===== config.mk =====
export PLATFORM = sky130hd
export DESIGN_NAME = layer_sequencer
export DESIGN_NICKNAME = d
export VERILOG_FILES = /design/src/rtl/layer_sequencer.sv
export SDC_FILE = /design/constraint.sdc
export NUM_CORES = 1
export LEC_CHECK = 0
export ABC_AREA = 1
export ABC_CLOCK_PERIOD_IN_PS = 5600
export CORE_ASPECT_RATIO = 1.1
export CORE_MARGIN = 2
export CORE_UTILIZATION = 55
export DETAILED_ROUTE_END_ITERATION = 10
export GPL_TIMING_DRIVEN = 0
export PLACE_DENSITY = 0.92
export REMOVE_ABC_BUFFERS = 1
export SYNTH_ARGS = -nofsm -noshare
export SYNTH_HDL_FRONTEND = slang
export SYNTH_SLANG_ARGS = --single-unit

===== constraint.sdc =====
create_clock -name clk -period 5.6 [get_ports clk]
set_input_delay 1.12 -clock clk [delete_from_list [all_inputs] [get_ports clk]]
set_output_delay 1.12 -clock clk [all_outputs]
set_load 0.005 [all_outputs]

===== src/rtl/layer_sequencer.sv =====
// Layer loop-nest sequencer: walks row/col/channel indices for one job,
// issues PE-array beats over valid/ready, drains the PE pipe, reports done.
module layer_sequencer #(
    parameter int ROW_W     = 8,
    parameter int COL_W     = 8,
    parameter int CH_W      = 6,
    parameter int DRAIN_CYC = 4
) (
    input  logic             clk,
    input  logic             rst_n,
    input  logic             start,
    input  logic             abort,
    input  logic [ROW_W-1:0] cfg_rows,
    input  logic [COL_W-1:0] cfg_cols,
    input  logic [CH_W-1:0]  cfg_ch,
    input  logic             issue_ready,
    output logic             issue_valid,
    output logic [ROW_W-1:0] row_idx,
    output logic [COL_W-1:0] col_idx,
    output logic [CH_W-1:0]  ch_idx,
    output logic             issue_last,
    output logic             busy,
    output logic             done,
    output logic             aborted
);
    localparam int DW = (DRAIN_CYC > 1) ? $clog2(DRAIN_CYC + 1) : 1;

    typedef enum logic [1:0] {
        S_IDLE,
        S_RUN,
        S_DRAIN,
        S_DONE
    } state_t;

    state_t           r_state;
    state_t           w_next;
    logic [ROW_W-1:0] r_rows;
    logic [COL_W-1:0] r_cols;
    logic [CH_W-1:0]  r_ch;
    logic [ROW_W-1:0] r_row;
    logic [COL_W-1:0] r_col;
    logic [CH_W-1:0]  r_chi;
    logic [DW-1:0]    r_drain;
    logic             r_aborted;

    logic w_run;
    logic w_drain;
    logic w_accept;
    logic w_abort;
    logic w_fire;
    logic w_cfg_zero;
    logic w_ch_wrap;
    logic w_col_wrap;
    logic w_row_wrap;
    logic w_last;

    assign w_run      = (r_state == S_RUN);
    assign w_drain    = (r_state == S_DRAIN);
    assign w_accept   = (r_state == S_IDLE) && start;
    assign w_abort    = abort && (w_run || w_drain);
    assign w_fire     = w_run && issue_ready && !abort;
    assign w_cfg_zero = (cfg_rows == '0) || (cfg_cols == '0) || (cfg_ch == '0);
    assign w_ch_wrap  = (r_chi == r_ch - CH_W'(1));
    assign w_col_wrap = (r_col == r_cols - COL_W'(1));
    assign w_row_wrap = (r_row == r_rows - ROW_W'(1));
    assign w_last     = w_ch_wrap && w_col_wrap && w_row_wrap;

    always_ff @(posedge clk or negedge rst_n) begin
        if (!rst_n) r_state <= S_IDLE;
        else        r_state <= w_next;
    end

    always_comb begin
        w_next = r_state;
        case (r_state)
            S_IDLE: begin
                if (start) w_next = w_cfg_zero ? S_DONE : S_RUN;
            end
            S_RUN: begin
                if (abort)
                    w_next = S_IDLE;
                else if (issue_ready && w_last)
                    w_next = (DRAIN_CYC == 0) ? S_DONE : S_DRAIN;
            end
            S_DRAIN: begin
                if (abort)                     w_next = S_IDLE;
                else if (r_drain <= DW'(1))    w_next = S_DONE;
            end
            S_DONE:  w_next = S_IDLE;
            default: w_next = S_IDLE;
        endcase
    end

    // Indices walk ch fastest, then col, then row; cleared after the last beat.
    always_ff @(posedge clk or negedge rst_n) begin
        if (!rst_n) begin
            r_rows    <= '0;
            r_cols    <= '0;
            r_ch      <= '0;
            r_row     <= '0;
            r_col     <= '0;
            r_chi     <= '0;
            r_drain   <= '0;
            r_aborted <= 1'b0;
        end else begin
            r_aborted <= w_abort;
            if (w_accept) begin
                r_rows <= cfg_rows;
                r_cols <= cfg_cols;
                r_ch   <= cfg_ch;
                r_row  <= '0;
                r_col  <= '0;
                r_chi  <= '0;
            end else if (w_abort || (r_state == S_DONE) || (w_fire && w_last)) begin
                r_row <= '0;
                r_col <= '0;
                r_chi <= '0;
            end else if (w_fire) begin
                if (!w_ch_wrap) begin
                    r_chi <= r_chi + CH_W'(1);
                end else begin
                    r_chi <= '0;
                    if (!w_col_wrap) begin
                        r_col <= r_col + COL_W'(1);
                    end else begin
                        r_col <= '0;
                        r_row <= r_row + ROW_W'(1);
                    end
                end
            end
            if (w_fire && w_last)
                r_drain <= DW'(DRAIN_CYC);
            else if (w_drain && (r_drain != '0))
                r_drain <= r_drain - DW'(1);
        end
    end

    assign issue_valid = w_run;
    assign issue_last  = w_run && w_last;
    assign row_idx     = r_row;
    assign col_idx     = r_col;
    assign ch_idx      = r_chi;
    assign busy        = (r_state != S_IDLE);
    assign done        = (r_state == S_DONE);
    assign aborted     = r_aborted;
endmodule


==> out/metrics.yaml <==
hold_buffers: 0
dieArea_um2: 6830
cts_buffers: 5
power.switching_fraction_pct: 45.2
start_util_pct: 55.9
drc: 0
finalNetCount: 575
ir_drop_mv: 0.274
crit_buf_inv: 3
fin_skew_ps: 6.80
syn_avg_cell_area_um2: 7.02
utilization_pct: 68.1
crit_fanout: 7
drtIter0Drc: 273
power.density_nw_per_um2: 456
fin_crit_sh_pct: 73.1
status: "finished, final reports clean"
cts.sinks: 50
async_reset_ff_share_pct: 100
cp.depth: 11
place_area_um2: 4000
p_seq_share_pct: 31.8
rr_endpoint: "col_idx[1]"
cts_max_path_buffers: 2
dpl.hpwl_um: 5920
n_fill_cell: 487
post_cts_buffers: 0
p_sw_w: 0.000853
static-leakage-power_nw: 2.05
cts_resized: 0
relSlewSlack_pct: 26.5
crit_arrival_ps: 2970
track_usage_pct: 25.0
clkPwrFrac_pct: 16.4
crit_path_start_kind: "flip-flop"
multi_input_comb_area_um2: 1830
synthCells: 484
rrSetupSlack_ps: 2110
ys_seq_area_share_pct: 36.8
port_buffers: 53
place_congestion: 0.872
maxCapViolCount: 0
register_area_um2: 1250
core_um2: 6080
min-delay-start: "r_rows[7]"
worst_pin_slew_ps: 1100
cts_tree: "yes"
r2r_cells: 8
clk_latency_ps: 310
hold_class: "flip-flop to flip-flop"
n_antenna_cell: 0
die_h_um: 86.5
post-route-min-period_ps: 4090
grt_setup_unrepaired: "false"
die_w_um: 79.0
crit_required_ps: 4480
grt_pass1_wl_um: 13700
netlist_area_um2: 3400
ios: 54
setup_viol: 0
power.internal_w: 0.00104
cpMaxStageDelayCell: "clkdlybuf4s50_1"
cts-htree-levels: 2
endpoint: "issue_last"
clkTransAtPathRegs_ps: 90
wl_per_cell_um: 13.2
fmax_mhz: 244
endpoint_kind: "output port"
yosysWarnings: 0
final_area_um2: 4140
antenna_left: 0
ys.flop_type: "dfrtp_1"
rows: 30
setup_tns_ps: 0
cts-root-buf: "clkbuf_8"
max_stage_delay_ps: 590
synth_cell_types: 37
final_max_slew_viol_count: 0
overflow: 0
pwr-share-comb_pct: 51.8
yosys_register_bits: 50
via_count: 3325
antenna_found_initial: 0
r2r-start: "r_state[0]"
first_pass_iters: 5
grt_max_degree: 37
path_delay_family: "simple AND/OR/NAND/NOR gates"
crit_chain: "inv_1 > ha_1 > nand3_1 > o21ai_1 > nand3_1 > nor2_1 > nand2_4 > nor2_8 > inv_1 > nor4_1 > clkdlybuf4s50_1"
path_class: "flip-flop to output port"
hold_violations: 0
grt_pass1_vias: 3064
synth_edf_count: 0
area_growth_pct: 21.8
via_per_inst: 5.40
drt-total-wl_um: 8130
crit_start: "r_cols[0]"
final_layout_size_suffix_gt1_share_pct: 4.66
==> registers in the layout, indices dropped and copies added (netlist names) <==
register / count
col_idx: 8
r_state: 2
r_cols: 8
ch_idx: 6
r_rows: 8
aborted: 1
row_idx: 8
r_drain: 3
r_ch: 6
==> power groups by stage <==
stage / Clock, W / Sequential (W) / Combinational (W)
global placement: 0 / 0.000594 / 0.000899
detailed placement: 0 / 0.000602 / 0.000951
finish: 0.000310 / 0.000601 / 0.000979
global route: 0.000332 / 0.000615 / 0.00111
floorplan: 0 / 0.000573 / 0.000699
CTS: 0.000315 / 0.000599 / 0.000973
==> metrics by stage <==
stage / setup WS (ps) / instances / power, W / hold slack [ps]
4_1_cts: 1560 / 616 / 0.00189 / 519
2_1_floorplan: 2580 / 474 / 0.00127 / 469
3_3_place_gp: 1420 / 607 / 0.00149 / 485
3_5_place_dp: 1370 / 608 / 0.00155 / 497
6_report: 1510 / 616 / 0.00189 / 515
5_1_grt: 1270 / 616 / 0.00206 / 547
==> layout make-up <==
class | count | area share, %
inverters | 72 | 6.53
flip-flops and latches | 50 | 30.2
multi-input cells | 352 | 44.2
repair buffers | 54 | 13.2
clock inverters | 2 | 1.45
well taps | 80 | 2.42
clock buffers | 6 | 1.99
==> how the worst min path moves through the flow <==
stage / slack [ps] / cells past startpoint / endpoint
floorplan: 470 / 2 / r_cols[7]
global placement: 490 / 2 / r_cols[7]
detailed placement: 500 / 2 / r_rows[7]
CTS: 520 / 2 / r_rows[7]
global route: 550 / 2 / r_rows[7]
finish: 520 / 2 / r_rows[7]
==> per-layer routing <==
layer  up-vias  GRT usage [%]  share of wire, %
li1       1641              -                 -
met1      1536           31.7                42
met2       122           43.1                50
met3        26           3.75               4.9
met4         0           9.72               3.0
met5         -              0                 0
==> kinds of logic (layout without fill, tap and decap cells) <==
logic type / Yosys count / count (layout) / synth area share [%]
XOR/XNOR: 22 / 22 / 5.67
buffers and inverters: 82 / 134 / 9.35
adder cells (fa/ha/maj): 13 / 13 / 4.78
AO/OA/AOI/OAI: 53 / 53 / 9.35
flip-flops: 50 / 50 / 36.8
AND/OR/NAND/NOR: 264 / 264 / 34.0
==> synthesized netlist by cell type, types with 2 or more instances <==
| library cell | n | area share (%) |
|---|---|---|
| a21oi_1 | 9 | 1.3 |
| a31oi_1 | 2 | 0.37 |
| and3_1 | 2 | 0.37 |
| buf_2 | 2 | 0.29 |
| clkbuf_1 | 6 | 0.66 |
| dfrtp_1 | 50 | 37 |
| ha_1 | 13 | 4.8 |
| inv_1 | 70 | 7.7 |
| inv_2 | 2 | 0.22 |
| nand2_1 | 139 | 15 |
| nand3_1 | 31 | 4.6 |
| nand3_2 | 2 | 0.59 |
| nand3b_1 | 2 | 0.44 |
| nand4_1 | 10 | 1.8 |
| nor2_1 | 56 | 6.2 |
| nor2_2 | 3 | 0.55 |
| nor3_1 | 7 | 1.0 |
| nor4_1 | 3 | 0.55 |
| o2111ai_1 | 8 | 2.1 |
| o211ai_1 | 2 | 0.44 |
| o21ai_0 | 27 | 4.0 |
| or2_2 | 3 | 0.55 |
| xnor2_1 | 10 | 2.6 |
| xor2_1 | 12 | 3.1 |
==> tightest hold or removal path, cell delays in order, from the launching register on <==
cell     delay [ps]
dfrtp_1         370
nand2_1          60
o21ai_0          60
==> placed cells by master (no fill, tap or decap), drive strengths merged <==
cell,instances
nand4,10
a21oi,9
nor4,3
ha,13
nor3,7
a211oi,1
nand3,34
o21a,1
and3,2
dfrtp,50
nand3b,2
xor2,12
nor3b,1
inv,72
clkdlybuf4s50,52
xnor2,10
nor2,60
o21ai,28
o211ai,3
or2,4
bufinv,2
nand2,141
a31oi,2
o21bai,1
buf,2
o2111ai,8
clkbuf,6
(Power assumes the default switching activity.)
